File: config.mk
export PLATFORM = sky130hd
export DESIGN_NAME = axis_ptp_msg_parser
export DESIGN_NICKNAME = d
export VERILOG_FILES = /design/src/rtl/ptp_pkg.sv /design/src/rtl/ptp_rec_fifo.sv /design/src/rtl/axis_ptp_msg_parser.sv
export SDC_FILE = /design/constraint.sdc
export NUM_CORES = 1
export LEC_CHECK = 0
export CORE_AREA = 2 2 233 178
export DETAILED_ROUTE_END_ITERATION = 7
export DIE_AREA = 0 0 235 180
export PLACE_DENSITY = 0.7
export REMOVE_ABC_BUFFERS = 1
export SLEW_MARGIN = 20
export SYNTH_ARGS = -nofsm -noshare
export SYNTH_HDL_FRONTEND = slang
export SYNTH_SLANG_ARGS = --single-unit
File: constraint.sdc
create_clock -name axis_aclk -period 5.1 [get_ports axis_aclk]
set_input_delay 0.51 -clock axis_aclk [delete_from_list [all_inputs] [get_ports axis_aclk]]
set_output_delay 0.51 -clock axis_aclk [all_outputs]
set_load 0.02 [all_outputs]
File: src/rtl/ptp_pkg.sv
// -----------------------------------------------------------------------------
// ptp_pkg
// Shared constants and types for the PTP message parser:
//   - Ethertypes recognised on the monitored stream (PTP, 802.1Q TPID)
//   - Ethernet header length and PTP header field offsets
//   - Parser FSM state enum
//   - Record struct (message type + sequenceId; the timestamp travels
//     alongside because its width is a parameter of the top module)
// -----------------------------------------------------------------------------
package ptp_pkg;

   localparam logic [15:0] PTP_ETHERTYPE   = 16'h88F7;
   localparam logic [15:0] VLAN_TPID       = 16'h8100;

   // Untagged Ethernet header length; PTP header starts right after it.
   localparam int          ETH_HDR_LEN     = 14;
   // Offsets inside the PTP common header.
   localparam int          PTP_MSGTYPE_OFF = 0;
   localparam int          PTP_SEQID_OFF   = 30;
   // Extra bytes inserted by one 802.1Q tag.
   localparam logic [11:0] VLAN_TAG_LEN    = 12'd4;
   // Byte index saturates here.
   localparam logic [11:0] IDX_MAX         = 12'hFFF;

   typedef enum logic [1:0] {
      S_IDLE = 2'd0,
      S_ETH  = 2'd1,
      S_PTP  = 2'd2,
      S_DROP = 2'd3
   } ptp_state_e;

   typedef struct packed {
      logic [3:0]  msg_type;
      logic [15:0] seq_id;
   } ptp_rec_t;

endpackage

File: src/rtl/ptp_rec_fifo.sv
// -----------------------------------------------------------------------------
// ptp_rec_fifo
// Synchronous record FIFO. A push while full is accepted only when a pop
// happens in the same cycle (the pop frees the slot first).
// Ports:
//   clk_i, rst_i        clock, synchronous active-high reset
//   push_i, data_i      write request and record word
//   pop_i               read request (ignored when empty)
//   data_o              head entry, stable until popped
//   full_o, empty_o     occupancy flags
// -----------------------------------------------------------------------------
module ptp_rec_fifo
   import ptp_pkg::*;
#(
   parameter int DEPTH = 4,
   parameter int DW    = 84
) (
   input  logic          clk_i,
   input  logic          rst_i,
   input  logic          push_i,
   input  logic [DW-1:0] data_i,
   input  logic          pop_i,
   output logic [DW-1:0] data_o,
   output logic          full_o,
   output logic          empty_o
);

   localparam int AW = $clog2(DEPTH);
   localparam int CW = AW + 1;

   logic [DW-1:0] mem_q [DEPTH];
   logic [AW-1:0] wr_ptr_q;
   logic [AW-1:0] rd_ptr_q;
   logic [CW-1:0] count_q;
   logic          do_push_s;
   logic          do_pop_s;

   assign full_o    = (count_q == CW'(DEPTH));
   assign empty_o   = (count_q == '0);
   assign do_pop_s  = pop_i && !empty_o;
   assign do_push_s = push_i && (!full_o || do_pop_s);
   assign data_o    = mem_q[rd_ptr_q];

   // Storage, pointers and occupancy; pointers wrap naturally (power-of-two depth).
   always_ff @(posedge clk_i) begin
      if (rst_i) begin
         wr_ptr_q <= '0;
         rd_ptr_q <= '0;
         count_q  <= '0;
         for (int i = 0; i < DEPTH; i++) begin
            mem_q[i] <= '0;
         end
      end else begin
         if (do_push_s) begin
            mem_q[wr_ptr_q] <= data_i;
            wr_ptr_q        <= wr_ptr_q + AW'(1);
         end
         if (do_pop_s) begin
            rd_ptr_q <= rd_ptr_q + AW'(1);
         end
         count_q <= count_q + CW'(do_push_s) - CW'(do_pop_s);
      end
   end

endmodule

File: src/rtl/axis_ptp_msg_parser.sv
// -----------------------------------------------------------------------------
// axis_ptp_msg_parser
// Passive tap on an 8-bit AXI-Stream. Recognises PTP-over-Ethernet frames,
// extracts messageType and sequenceId, pairs them with the time captured at
// start of frame, and queues the result as a record.
// Build option: define PTP_VLAN_EN to accept one 802.1Q tag before the
// ethertype (all PTP offsets then shift by 4 bytes). Without it a TPID
// ethertype is treated as a non-PTP frame.
// Ports:
//   axis_aclk, rst                   clock, synchronous active-high reset
//   axis_tvalid/tready/tlast/tdata   monitored stream (never back-pressured)
//   is_ptp_frame                     destination-MAC match, valid from byte 6
//   ts_in                            free-running PTP time
//   rec_valid/rec_ready              record handshake
//   rec_msg_type/rec_seq_id/rec_ts   head record fields
//   drop_count                       records lost to FIFO full (saturating)
// -----------------------------------------------------------------------------
module axis_ptp_msg_parser
   import ptp_pkg::*;
#(
   parameter int FIFO_DEPTH = 4,
   parameter int TS_WIDTH   = 64
) (
   input  logic                axis_aclk,
   input  logic                rst,
   input  logic                axis_tvalid,
   input  logic                axis_tready,
   input  logic                axis_tlast,
   input  logic [7:0]          axis_tdata,
   input  logic                is_ptp_frame,
   input  logic [TS_WIDTH-1:0] ts_in,
   output logic                rec_valid,
   input  logic                rec_ready,
   output logic [3:0]          rec_msg_type,
   output logic [15:0]         rec_seq_id,
   output logic [TS_WIDTH-1:0] rec_ts,
   output logic [15:0]         drop_count
);

   localparam int          RW           = $bits(ptp_rec_t) + TS_WIDTH;
   localparam logic [11:0] IDX_ETYPE_HI = 12'd12;
   localparam logic [11:0] IDX_ETYPE_LO = 12'd13;
   localparam logic [11:0] IDX_MSG      = 12'(ETH_HDR_LEN + PTP_MSGTYPE_OFF);
   localparam logic [11:0] IDX_SEQ_HI   = 12'(ETH_HDR_LEN + PTP_SEQID_OFF);
   localparam logic [11:0] IDX_SEQ_LO   = IDX_SEQ_HI + 12'd1;

   ptp_state_e          state_q;
   ptp_state_e          state_d;
   logic [11:0]         idx_q;
   logic [TS_WIDTH-1:0] ts_q;
   logic [7:0]          etype_hi_q;
   logic [3:0]          msg_q;
   logic [15:0]         seq_q;
   logic [15:0]         drop_q;
   logic [11:0]         off_s;
   logic                beat_s;
   logic [15:0]         etype_s;
   logic                push_s;
   logic                full_s;
   logic                empty_s;
   logic                drop_s;
   ptp_rec_t            push_rec_s;
   ptp_rec_t            head_rec_s;
   logic [RW-1:0]       head_s;

`ifdef PTP_VLAN_EN
   logic                vlan_q;
   assign off_s = vlan_q ? VLAN_TAG_LEN : 12'd0;
`else
   assign off_s = 12'd0;
`endif

   assign beat_s  = axis_tvalid && axis_tready;
   assign etype_s = {etype_hi_q, axis_tdata};

   // The low sequenceId byte may arrive on the very tlast beat, so bypass it.
   assign push_rec_s.msg_type = msg_q;
   assign push_rec_s.seq_id   = {seq_q[15:8],
                                 (idx_q == IDX_SEQ_LO + off_s) ? axis_tdata : seq_q[7:0]};

   assign drop_s = push_s && full_s && !rec_ready;

   // FSM state register.
   always_ff @(posedge axis_aclk) begin
      if (rst) begin
         state_q <= S_IDLE;
      end else begin
         state_q <= state_d;
      end
   end

   // FSM next state and record push request.
   always_comb begin
      state_d = state_q;
      push_s  = 1'b0;
      if (beat_s) begin
         if (axis_tlast) begin
            state_d = S_IDLE;
            if (state_q == S_PTP && idx_q >= IDX_SEQ_LO + off_s) begin
               push_s = 1'b1;
            end else begin
               push_s = 1'b0;
            end
         end else begin
            case (state_q)
               S_IDLE: state_d = S_ETH;
               S_ETH: begin
                  if (idx_q == IDX_ETYPE_HI && !is_ptp_frame) begin
                     state_d = S_DROP;
                  end else if (idx_q == IDX_ETYPE_LO + off_s) begin
                     if (etype_s == PTP_ETHERTYPE) begin
                        state_d = S_PTP;
`ifdef PTP_VLAN_EN
                     end else if (!vlan_q && etype_s == VLAN_TPID) begin
                        state_d = S_ETH;
`endif
                     end else begin
                        state_d = S_DROP;
                     end
                  end else begin
                     state_d = S_ETH;
                  end
               end
               S_PTP:   state_d = S_PTP;
               S_DROP:  state_d = S_DROP;
               default: state_d = S_IDLE;
            endcase
         end
      end else begin
         state_d = state_q;
      end
   end

   // Byte index, SOF timestamp and header field capture.
   always_ff @(posedge axis_aclk) begin
      if (rst) begin
         idx_q      <= 12'd0;
         ts_q       <= '0;
         etype_hi_q <= 8'd0;
         msg_q      <= 4'd0;
         seq_q      <= 16'd0;
`ifdef PTP_VLAN_EN
         vlan_q     <= 1'b0;
`endif
      end else if (beat_s) begin
         if (axis_tlast) begin
            idx_q <= 12'd0;
         end else if (idx_q != IDX_MAX) begin
            idx_q <= idx_q + 12'd1;
         end
         if (state_q == S_IDLE) begin
            ts_q <= ts_in;
         end
         if (state_q == S_ETH && idx_q == IDX_ETYPE_HI + off_s) begin
            etype_hi_q <= axis_tdata;
         end
`ifdef PTP_VLAN_EN
         if (axis_tlast || state_q == S_IDLE) begin
            vlan_q <= 1'b0;
         end else if (state_q == S_ETH && !vlan_q && idx_q == IDX_ETYPE_LO &&
                      etype_s == VLAN_TPID) begin
            vlan_q <= 1'b1;
         end
`endif
         if (state_q == S_PTP) begin
            if (idx_q == IDX_MSG + off_s) begin
               msg_q <= axis_tdata[3:0];
            end
            if (idx_q == IDX_SEQ_HI + off_s) begin
               seq_q[15:8] <= axis_tdata;
            end
            if (idx_q == IDX_SEQ_LO + off_s) begin
               seq_q[7:0] <= axis_tdata;
            end
         end
      end
   end

   // Saturating count of records discarded because the FIFO was full.
   always_ff @(posedge axis_aclk) begin
      if (rst) begin
         drop_q <= 16'd0;
      end else if (drop_s && drop_q != 16'hFFFF) begin
         drop_q <= drop_q + 16'd1;
      end
   end

   ptp_rec_fifo #(
      .DEPTH (FIFO_DEPTH),
      .DW    (RW)
   ) u_fifo (
      .clk_i   (axis_aclk),
      .rst_i   (rst),
      .push_i  (push_s),
      .data_i  ({push_rec_s, ts_q}),
      .pop_i   (rec_ready),
      .data_o  (head_s),
      .full_o  (full_s),
      .empty_o (empty_s)
   );

   assign {head_rec_s, rec_ts} = head_s;
   assign rec_msg_type         = head_rec_s.msg_type;
   assign rec_seq_id           = head_rec_s.seq_id;
   assign rec_valid            = !empty_s;
   assign drop_count           = drop_q;

endmodule

==> flow_summary.ini <==
[logic_synthesis]
post-synth-top-area-fraction_pct = 51.13
syn-instance-count = 1464
synth_area_leaders = sky130_fd_sc_hd__edfxtp_1 (51%), sky130_fd_sc_hd__dfxtp_1 (13%), sky130_fd_sc_hd__mux4_2 (9.6%), sky130_fd_sc_hd__and2_1 (7.3%), sky130_fd_sc_hd__nand2_1 (2.8%)
syn_avg_cell_area_um2 = 13.48
synth_edf_count = 336
unique_masters_post_synth = 45
prevailing_post_synth_register_cell = sky130_fd_sc_hd__edfxtp_1
asyncSetResetFlopFracSynth_pct = 0
synth_seq_cells = 467
synth_area_leader_cell = sky130_fd_sc_hd__edfxtp_1
yosys_warnings = 0
yosysSeqAreaShare_pct = 64.42
post_synth_instance_area_um2 = 19730

[final_layout]
footprint_of_the_flip_flops_and_latches_um2 = 12720
num-fill-cells = 3130
finish.utilization_pct = 58.62
nets = 1701
finalInstanceArea_um2 = 23520
multi_input_area_um2 = 6694
area_delta_synth_final_pct = 19.18
layout-drive-gt1-share_pct = 12.42
diodes = 0

[run_status]
outcome = completed

[timing]
final_max_slew_viol_count = 0
worst_slack_ns = 1.515
final.period_utilization_pct = 70.30
rsz0062_at_grt = false
max_freq_ghz = 0.2789
timing.max_slew.rel_slack_pct = 37.86
final_hold_viol_count = 0
layout_min_cycle_time_ns = 3.585
total_negative_setup_slacks_ns = 0
tightestPinTransition_ns = 0.9321
setup-violations-final = 0
fin_skew_ns = 0.01646

[cts]
clock_path_buffers = 3
htree_levels = 2
cts_tree = done
clkSlewWorstSetupHoldPaths_ns = 0.06
cts_num_sinks = 467
insertion_delay_ns = 0.56
tritoncts.num_buffers = 46
clk_root_buffer_cell = sky130_fd_sc_hd__clkbuf_16
postCtsSetupBuffers = 0
cts_resized = 0
cts-hold-fix-buffers = 0

[worst_hold_path]
hold_path.class = reg2reg

[routing]
drtPass1Iterations = 5
detailroute.via_count = 12112
vias_per_cell = 5.561
detail_route.wl_per_cell_um = 21.27
initialDrtViolationCount = 901
drt_drc_violations_left = 0
routed_wl_mm = 46.33
postRouteAntennaNets = 0

[floorplan]
die_h_um = 180
core-area_um2 = 40120
floorplan.die.width_um = 235
io_pins = 180
initial_core_util_pct = 49.19
die_area_um2 = 42300
placement_rows = 64

[place]
gp_weighted_congestion = 0.8008
placement_cell_area_um2 = 22100
place_worst_setup_slack_ns = 1.584
io_buffers = 179
hpwlAfterDp_mm = 26.22

[critical_path]
cp-end-kind = primary output
cp_data_arrival_time_ns = 3.08
worst-endpoint-required_ns = 4.59
critical_path_class = reg2out
worstSetupStartpointType = flip-flop
cpPeakStageDelay_ns = 0.83
timing.critical_path.slowest_stage_cell = sky130_fd_sc_hd__dfxtp_4
crit_path_max_fanout = 53
worst_path_cell_trace = buf_12, mux4_2, clkdlybuf4s50_1

[power_and_ir_drop]
leakagePower_nw = 8.168
p_per_area_nw_per_um2 = 413.2
power.ir.vdd_worst_mv = 0.2388
power.total_mw = 9.717

[global_routing]
global_route.usage.total_pct = 21.78
number_of_global_route_vias_before_repair = 12208
antenna_violations_before_repair = 0
grt_pass1_wl_mm = 71.61
largest_net_degree_at_the_start_of_global_routing = 80
grt_remaining_overflow = 0

[job]
timing.max_cap.violations = 0
==> cell families (layout without fill, tap and decap cells) <==
kind of cell             Yosys count  count (layout)  synth area share [%]
adder cells (fa/ha/maj)            8               8                0.5453
multiplexers                     126             126                 11.75
buffers and inverters            104             290                 2.023
AND/OR/NAND/NOR                  641             641                 17.79
AO/OA/AOI/OAI                    104             104                 2.853
flip-flops                       467             467                 64.42
XOR/XNOR                          14              14                0.6214
==> path summary, 6_finish.rpt <==
kind                         endpoint      start  slack (ns)  cells after the start
setup / recovery           rec_ts[14]  flip-flop        1.51                      3
hold / removal               ts_q[32]   ts_q[32]        0.49                      2
setup reg to reg  u_fifo.mem_q[0][21]   idx_q[0]        1.99                      8
hold reg to reg              ts_q[32]   ts_q[32]        0.49                      2
==> worst max-delay path: cells and delay by family, from the launching register on <==
family,cells,cell delay (ns)
flip-flops,1,0.83
multiplexers,1,0.62
buffers and inverters,2,1.06
==> cell usage after synthesis (all sizes together) (7+ instances only) <==
cell type,instances
nor4,9
mux4,84
buf,15
nor2b,11
nand2,145
dfxtp,131
nor2,86
mux2i,37
inv,7
xor2,7
ha,7
xnor2,7
nor3,12
and3,82
clkbuf,82
o31ai,8
edfxtp,336
a21oi,83
nand4,13
or4,12
and2,229
nand3,13
==> stage by stage <==
step	cells	hold WS, ns
6_report	2178	0.4852
5_1_grt	2178	0.5071
4_1_cts	2178	0.4822
3_5_place_dp	2094	0.4762
3_3_place_gp	2094	0.4692
2_1_floorplan	1367	0.4510
==> where the power goes <==
part	leakage (nW)	internal [mW]	switching, mW	total, mW
Combinational	3.22	1.04	1.02	2.05
Sequential	4.25	4.24	0.186	4.43
Clock	0.700	1.81	1.43	3.24
Total	8.17	7.08	2.63	9.72
==> area by class of cell <==
class                      count  area share (%)
sequential                   467           54.09
multi-input combinational    893           28.46
timing repair buffer         199           8.512
clock buffer                  62           5.411
tap                          528           2.809
clock inverter                22          0.6065
inverter                       7          0.1117
==> layout by cell type, fill, tap and decap left out, types with 8 or more instances in the layout <==
cell	netlist	routed
sky130_fd_sc_hd__or4_1	10	10
sky130_fd_sc_hd__nor3_1	10	9
sky130_fd_sc_hd__nand3_1	13	13
sky130_fd_sc_hd__clkdlybuf4s50_1	0	178
sky130_fd_sc_hd__mux4_2	84	84
sky130_fd_sc_hd__nand4_1	13	13
sky130_fd_sc_hd__and2_1	229	229
sky130_fd_sc_hd__dfxtp_1	131	129
sky130_fd_sc_hd__nor2b_1	11	11
sky130_fd_sc_hd__a21oi_1	83	82
sky130_fd_sc_hd__clkbuf_1	82	11
sky130_fd_sc_hd__clkinv_2	0	11
sky130_fd_sc_hd__buf_4	0	16
sky130_fd_sc_hd__edfxtp_1	336	336
sky130_fd_sc_hd__mux2i_1	37	37
sky130_fd_sc_hd__and3_1	82	80
sky130_fd_sc_hd__nor2_1	86	85
sky130_fd_sc_hd__clkbuf_16	0	47
sky130_fd_sc_hd__nand2_1	145	144
sky130_fd_sc_hd__o31ai_1	8	8
==> state kept, by name, indices dropped and copies added (netlist names), named ones only <==
name             flops
drop_count          16
etype_hi_q           8
idx_q               12
msg_q                4
seq_q               16
state_q              2
ts_q                64
u_fifo.count_q       3
u_fifo.mem_q       336
u_fifo.rd_ptr_q      2
u_fifo.wr_ptr_q      2
==> metal layers <==
layer / track usage (%) / share of wire (%) / vias to the layer above
li1: - / - / 5634
met1: 31.53 / 45 / 6064
met2: 34.82 / 47 / 354
met3: 3.501 / 6.0 / 60
met4: 5.114 / 1.9 / 0
met5: 0 / 0 / -
No activity file was read; power rests on OpenSTA's default activity.
